**src/rtl/conv_pkg.sv**
```systemverilog
// Shared types and sizing helpers for the strip convolution engine.
package conv_pkg;

  typedef enum logic [2:0] {
    ST_IDLE,
    ST_FETCH,
    ST_DRAIN,
    ST_EMIT,
    ST_DONE
  } state_t;

  function automatic int clog2(input int v);
    int r;
    r = 0;
    for (int i = 0; i < 31; i++) begin
      if ((1 << i) < v) r = i + 1;
    end
    return r;
  endfunction

  // Width of a counter that must hold 0..n-1 (at least one bit).
  function automatic int cnt_w(input int n);
    return (n <= 1) ? 1 : clog2(n);
  endfunction

  // Tap index width; a 1x1 kernel still needs a one-bit index port.
  function automatic int idx_w(input int k);
    return cnt_w(k * k);
  endfunction

  // Full-precision patch sum: product width plus growth for K*K terms.
  function automatic int acc_w(input int data_w, input int k);
    return 2 * data_w + clog2(k * k);
  endfunction

  // Number of patch positions along one dimension; leftover pixels are dropped.
  function automatic int out_dim(input int full, input int k, input int stride);
    return (full - k) / stride + 1;
  endfunction

endpackage

```
**src/rtl/conv_mac_lane.sv**
```systemverilog
// Single registered signed multiply-accumulate lane.
module conv_mac_lane #(
  parameter int DATA_W = 9,
  parameter int ACC_W  = 22
) (
  input  logic              clk,
  input  logic              reset,
  input  logic              clr,
  input  logic              en,
  input  logic [DATA_W-1:0] a,
  input  logic [DATA_W-1:0] b,
  output logic [ACC_W-1:0]  acc
);

  logic signed [2*DATA_W-1:0] prod;
  logic signed [ACC_W-1:0]    prod_ext;
  logic signed [ACC_W-1:0]    acc_q;

  assign prod     = $signed(a) * $signed(b);
  assign prod_ext = ACC_W'(prod);

  // Accumulate one product per enabled cycle; clr restarts the sum with this product.
  always_ff @(posedge clk or posedge reset) begin
    if (reset) begin
      acc_q <= '0;
    end else if (en) begin
      acc_q <= clr ? prod_ext : acc_q + prod_ext;
    end
  end

  assign acc = acc_q;

endmodule

```
**src/rtl/im2col_conv_strip_engine.sv**
```systemverilog
// Slides a KxK signed kernel over one feature-map strip, one tap per cycle,
// and streams each patch sum over a valid/ready port in row-major order.
module im2col_conv_strip_engine
  import conv_pkg::*;
#(
  parameter int DATA_W  = 9,
  parameter int K       = 3,
  parameter int IMG_W   = 224,
  parameter int STRIP_H = 28,
  parameter int STRIDE  = 1,
  parameter int RD_LAT  = 2,
  parameter int ADDR_W  = 16,
  localparam int IDX_W  = idx_w(K),
  localparam int ACC_W  = acc_w(DATA_W, K)
) (
  input  logic              clk,
  input  logic              reset,
  input  logic              start,
  input  logic [ADDR_W-1:0] fm_base,
  input  logic              k_we,
  input  logic [IDX_W-1:0]  k_idx,
  input  logic [DATA_W-1:0] k_data,
  output logic              fm_rd_en,
  output logic [ADDR_W-1:0] fm_addr,
  input  logic [DATA_W-1:0] fm_rdata,
  output logic              out_valid,
  input  logic              out_ready,
  output logic [ACC_W-1:0]  out_data,
  output logic [ADDR_W-1:0] out_addr,
  output logic              out_last,
  output logic              busy,
  output logic              done
);

  localparam int NTAP  = K * K;
  localparam int OUT_W = out_dim(IMG_W, K, STRIDE);
  localparam int OUT_H = out_dim(STRIP_H, K, STRIDE);
  localparam int KC_W  = cnt_w(K);
  localparam int COL_W = cnt_w(OUT_W);
  localparam int ROW_W = cnt_w(OUT_H);

  state_t state, state_nx;

  logic [ADDR_W-1:0]        base_q;
  logic [KC_W-1:0]          kx, ky;
  logic [COL_W-1:0]         col;
  logic [ROW_W-1:0]         row;
  logic signed [DATA_W-1:0] taps [NTAP];
  logic [RD_LAT-1:0]        vld_pipe;
  logic [IDX_W-1:0]         idx_pipe [RD_LAT];
  logic                     last_p;
  logic [ACC_W-1:0]         acc;
  logic [ACC_W-1:0]         out_data_q;
  logic [ADDR_W-1:0]        out_addr_q;
  logic                     out_last_q;

  logic              start_ok, fetch, kx_end, ky_end, col_end, row_end, hs;
  logic              vld_out;
  logic [IDX_W-1:0]  idx_cur, idx_out;
  logic [31:0]       pix_off;
  logic [DATA_W-1:0] tap_sel;

  assign start_ok = (state == ST_IDLE) && start;
  assign fetch    = (state == ST_FETCH);
  assign kx_end   = (kx == KC_W'(K - 1));
  assign ky_end   = (ky == KC_W'(K - 1));
  assign col_end  = (col == COL_W'(OUT_W - 1));
  assign row_end  = (row == ROW_W'(OUT_H - 1));
  assign hs       = (state == ST_EMIT) && out_ready;
  assign idx_cur  = IDX_W'(32'(ky) * K + 32'(kx));
  assign vld_out  = vld_pipe[RD_LAT-1];
  assign idx_out  = idx_pipe[RD_LAT-1];
  assign pix_off  = (32'(row) * STRIDE + 32'(ky)) * IMG_W + 32'(col) * STRIDE + 32'(kx);
  assign tap_sel  = taps[idx_out];

  // State register.
  always_ff @(posedge clk or posedge reset) begin
    if (reset) state <= ST_IDLE;
    else       state <= state_nx;
  end

  // Next-state and strobe outputs; EMIT holds until the consumer takes the result.
  always_comb begin
    state_nx  = state;
    fm_rd_en  = 1'b0;
    fm_addr   = '0;
    out_valid = 1'b0;
    out_last  = 1'b0;
    busy      = (state != ST_IDLE);
    done      = 1'b0;
    case (state)
      ST_IDLE:  if (start) state_nx = ST_FETCH;
      ST_FETCH: begin
        fm_rd_en = 1'b1;
        fm_addr  = base_q + ADDR_W'(pix_off);
        if (kx_end && ky_end) state_nx = ST_DRAIN;
      end
      ST_DRAIN: if (last_p) state_nx = ST_EMIT;
      ST_EMIT: begin
        out_valid = 1'b1;
        out_last  = out_last_q;
        if (out_ready) state_nx = (col_end && row_end) ? ST_DONE : ST_FETCH;
      end
      ST_DONE: begin
        done     = 1'b1;
        state_nx = ST_IDLE;
      end
      default: state_nx = ST_IDLE;
    endcase
  end

  // Tap walk inside a patch (kx fastest) and patch walk across the strip.
  always_ff @(posedge clk or posedge reset) begin
    if (reset) begin
      base_q <= '0;
      kx     <= '0;
      ky     <= '0;
      col    <= '0;
      row    <= '0;
    end else if (start_ok) begin
      base_q <= fm_base;
      kx     <= '0;
      ky     <= '0;
      col    <= '0;
      row    <= '0;
    end else if (fetch) begin
      kx <= kx_end ? '0 : kx + 1'b1;
      if (kx_end) ky <= ky_end ? '0 : ky + 1'b1;
    end else if (hs) begin
      col <= col_end ? '0 : col + 1'b1;
      if (col_end) row <= row + 1'b1;
    end
  end

  // Kernel taps: loadable only while idle, kept across strips.
  always_ff @(posedge clk or posedge reset) begin
    if (reset) begin
      for (int i = 0; i < NTAP; i++) taps[i] <= '0;
    end else if (k_we && (state == ST_IDLE) && (32'(k_idx) < NTAP)) begin
      taps[k_idx] <= k_data;
    end
  end

  // Read-valid pipe matching memory latency; last_p marks the cycle after the final tap MAC.
  always_ff @(posedge clk or posedge reset) begin
    if (reset) begin
      vld_pipe <= '0;
      last_p   <= 1'b0;
    end else begin
      vld_pipe[0] <= fetch;
      for (int i = 1; i < RD_LAT; i++) vld_pipe[i] <= vld_pipe[i-1];
      last_p <= vld_out && (idx_out == IDX_W'(NTAP - 1));
    end
  end

  // Tap index travelling beside the read-valid pipe.
  always_ff @(posedge clk) begin
    idx_pipe[0] <= idx_cur;
    for (int i = 1; i < RD_LAT; i++) idx_pipe[i] <= idx_pipe[i-1];
  end

  conv_mac_lane #(
    .DATA_W (DATA_W),
    .ACC_W  (ACC_W)
  ) u_mac (
    .clk   (clk),
    .reset (reset),
    .clr   (idx_out == '0),
    .en    (vld_out),
    .a     (tap_sel),
    .b     (fm_rdata),
    .acc   (acc)
  );

  // Capture the finished patch sum and its position when entering EMIT.
  always_ff @(posedge clk or posedge reset) begin
    if (reset) begin
      out_data_q <= '0;
      out_addr_q <= '0;
      out_last_q <= 1'b0;
    end else if ((state == ST_DRAIN) && last_p) begin
      out_data_q <= acc;
      out_addr_q <= ADDR_W'(32'(row) * OUT_W + 32'(col));
      out_last_q <= col_end && row_end;
    end
  end

  assign out_data = out_data_q;
  assign out_addr = out_addr_q;

endmodule

```
**config.mk**
```make
export PLATFORM = sky130hd
export DESIGN_NAME = im2col_conv_strip_engine
export DESIGN_NICKNAME = d
export VERILOG_FILES = /design/src/rtl/conv_pkg.sv /design/src/rtl/conv_mac_lane.sv /design/src/rtl/im2col_conv_strip_engine.sv
export SDC_FILE = /design/constraint.sdc
export NUM_CORES = 1
export LEC_CHECK = 0
export ABC_AREA = 1
export CORE_AREA = 2 2 164 166
export CTS_BUF_LIST = sky130_fd_sc_hd__clkbuf_8
export CTS_CLUSTER_SIZE = 40
export DETAILED_ROUTE_END_ITERATION = 6
export DIE_AREA = 0 0 166 168
export PLACE_DENSITY = 0.8
export SLEW_MARGIN = 20
export SYNTH_ARGS = -nofsm -noshare
export SYNTH_HDL_FRONTEND = slang
export SYNTH_SLANG_ARGS = --single-unit
```
**constraint.sdc**
```tcl
create_clock -name clk -period 13.5 [get_ports clk]
set_clock_uncertainty 0.05 [all_clocks]
set_input_delay 2.7 -clock clk [delete_from_list [all_inputs] [get_ports clk]]
set_output_delay 2.7 -clock clk [all_outputs]
set_load 0.005 [all_outputs]
```
==> flow_summary.json <==
{
  "placed_area_sq_um": 16600,
  "antenna_left": 0,
  "design.core.area_sq_um": 26400,
  "drv_slew": 0,
  "pre_cts_ws_ns": 4.24,
  "slew_headroom_pct": 35.4,
  "syn_avg_cell_area_sq_um": 7.67,
  "ys_warn_count": 0,
  "cp_common_cell": "nand2_1",
  "die_area_sq_um": 27900,
  "rows": 60,
  "numPortBuffers": 99,
  "status": "complete, no violations",
  "area_growth_pct": 10.5,
  "hold_ws_ns": 0.288,
  "gp_congestion": 0.930,
  "layoutNonFillerInstCount": 2435,
  "clockRootBuffer": "clkbuf_8",
  "ys_seq_elements": 187,
  "ys_seq_area_share_pct": 30.1,
  "grt.met3_usage_pct": 3.31,
  "vias_per_cell": 5.44,
  "setup_viol": 0,
  "place_inst": 2403,
  "drive_gt1_share_pct": 3.58,
  "cts_resized": 0,
  "synth_commonest_cells": "563 x nand2_1, 299 x inv_1, 179 x dfrtp_1",
  "fin_setup_tns_ns": 0,
  "worstSetupEndpointType": "flop",
  "ys.flop_type": "dfrtp_1",
  "num_io_pins": 102,
  "start_util_pct": 58.5,
  "dp_hpwl_microns": 28500,
  "fin_crit_ns": 8.74,
  "finalHoldViolations": 0,
  "critPathKind": "primary input to flop",
  "htree_num_levels": 4,
  "startpoint_type": "primary input",
  "grt_use_met1_pct": 39.3,
  "netlist_area_sq_um": 15400,
  "met2_usage_pct": 47.2,
  "critPathMaxFanout": 9,
  "async_reset_ff_share_pct": 95.7,
  "synth_top_cell_area_share_pct": 29.1,
  "cts_setup_buffers": 0,
  "num_antenna_cells": 0,
  "clk_pin_slew_ns": 0.11,
  "layout.nets": 2355,
  "ys_types": 48,
  "cts_made_buffers": 17,
  "yosysMostFrequentCell": "nand2_1",
  "routed_wl_microns": 37900,
  "worst_path_max_delay_cell": "clkdlybuf4s50_1",
  "grt_max_degree": 104,
  "max_clock_freq_mhz": 114,
  "die_w_microns": 166,
  "drt_iter0_drc": 1106,
  "grt_pass1_vias": 13264,
  "track_usage_pct": 28.3,
  "drtPass1Iterations": 5,
  "grt_pass1_wl_microns": 64600,
  "synthTopCellsByArea": "dfrtp_1 29%, nand2_1 14%, fa_1 12%, ha_1 11%, inv_1 7.3%",
  "drc": 0,
  "period_share_pct": 64.7,
  "synth_top_area_cell": "dfrtp_1",
  "hold_path.class": "flop to flop",
  "clkSinkCount": 187,
  "crit_required_ns": 13.83,
  "p_leak_uw": 0.00898,
  "rsz0062_at_grt": "no",
  "num_vias": 13244,
  "clockBufferDepth": 2,
  "cap_violations": 0,
  "final_area_sq_um": 17000,
  "antenna_found_initial": 0,
  "finalWorstSetupSlack_ns": 4.76,
  "synthCells": 2010,
  "synth_edf_count": 0,
  "cp.arrival_ns": 9.06,
  "vdd_drop_max_mv": 0.0616,
  "slowest_delay_ns": 0.68,
  "post_drt_wl_per_cell_microns": 15.6,
  "grt-ovfl-total": 0,
  "powerDensity_nw_per_um2": 64.6,
  "worst-slew-pin-transition_ns": 0.970,
  "hold_buffers": 0,
  "fp.dieH_microns": 168,
  "grt-busiest-layer": "met2",
  "cts_tree": "built",
  "clk_latency_ns": 0.49
}
[registers in the layout, summed over array words and instances (netlist names)]
signal      flops
taps           81
out_data       22
u_mac.acc      22
base_q         16
out_addr       14
col             8
idx_pipe        8
row             5
state           3
kx              2
ky              2
vld_pipe        2
last_p          1
out_last_q      1
[logic make-up (layout without fill, tap and decap cells)]
logic type / Yosys count / in the layout / share of synthesized area [%]
XOR/XNOR: 37 / 37 / 2.10
AND/OR/NAND/NOR: 877 / 877 / 24.2
AO/OA/AOI/OAI: 311 / 311 / 10.8
other: 1 / 2 / 0.0243
flip-flops: 187 / 187 / 30.1
adder cells (fa/ha/maj): 231 / 231 / 23.4
buffers and inverters: 366 / 449 / 9.43
[report_power, final]
| part | internal [uW] | total, uW | switching (uW) |
|---|---|---|---|
| logic | 53.6 | 151 | 97.0 |
| clock network | 146 | 387 | 241 |
| registers | 561 | 562 | 0.861 |
| total | 761 | 1100 | 338 |
[final timing paths]
kind	from	end	slack [ns]	cells past startpoint
max in group asynchronous	reset	base_q[4]	9.20	3
max	fm_rdata[0]	u_mac.acc[21]	4.76	30
min in group asynchronous	reset	taps[45]	2.71	2
min	idx_pipe[0][2]	idx_pipe[0][6]	0.29	0
max reg2reg	idx_pipe[0][5]	u_mac.acc[21]	5.72	34
min reg2reg	idx_pipe[0][2]	idx_pipe[0][6]	0.29	0
[layout by cell type, fill, tap and decap left out, types with 3 or more instances in the layout]
master and n:
nand4_4 4, clkdlybuf4s50_1 99, a21oi_1 66, dfrtp_1 178
a31oi_1 9, inv_6 3, dfxtp_1 8, or2_2 3
nor2_1 145, nand2_1 562, a21o_1 5, o22ai_1 24
clkbuf_8 18, nand3_1 96, nand2_2 3, and2_1 6
ha_1 136, o21ai_1 130, nand4_1 23, o21bai_1 9
o21ai_0 59, clkinv_8 6, nor3_1 15, nand3b_1 3
fa_1 95, xnor2_1 19, buf_4 5, inv_2 12
inv_1 298, xor2_1 18, o211ai_1 5
[per-layer routing]
layer	wire, microns	vias to the layer above	share of wire [%]
met3	1930	57	5.1
met1	17300	6282	46
met4	716	0	1.9
met2	17900	377	47
li1	-	6528	-
met5	0	-	0
[worst max-delay path, delay by kind of cell]
family,cells,cell delay [ns]
simple gates,15,1.52
compound gates,2,0.34
buf+inv,6,1.24
fa+ha+maj,7,3.24
[through the flow]
step / utilization (%) / total power, uW
floorplan: - / 679
global placement: 63.0 / 720
detailed placement: 63.0 / 722
CTS: 64.6 / 1100
global route: 64.6 / 1150
finish: 64.6 / 1100
[layout make-up]
class | instances | area (sq um)
fill | 2302 | 9330
sequential | 187 | 4640
timing repair buffer | 104 | 1030
inverter | 313 | 1180
clock buffer | 18 | 248
multi-input combinational | 1458 | 9330
tap | 341 | 427
clock inverter | 14 | 175
No activity file was read; power rests on OpenSTA's default activity.
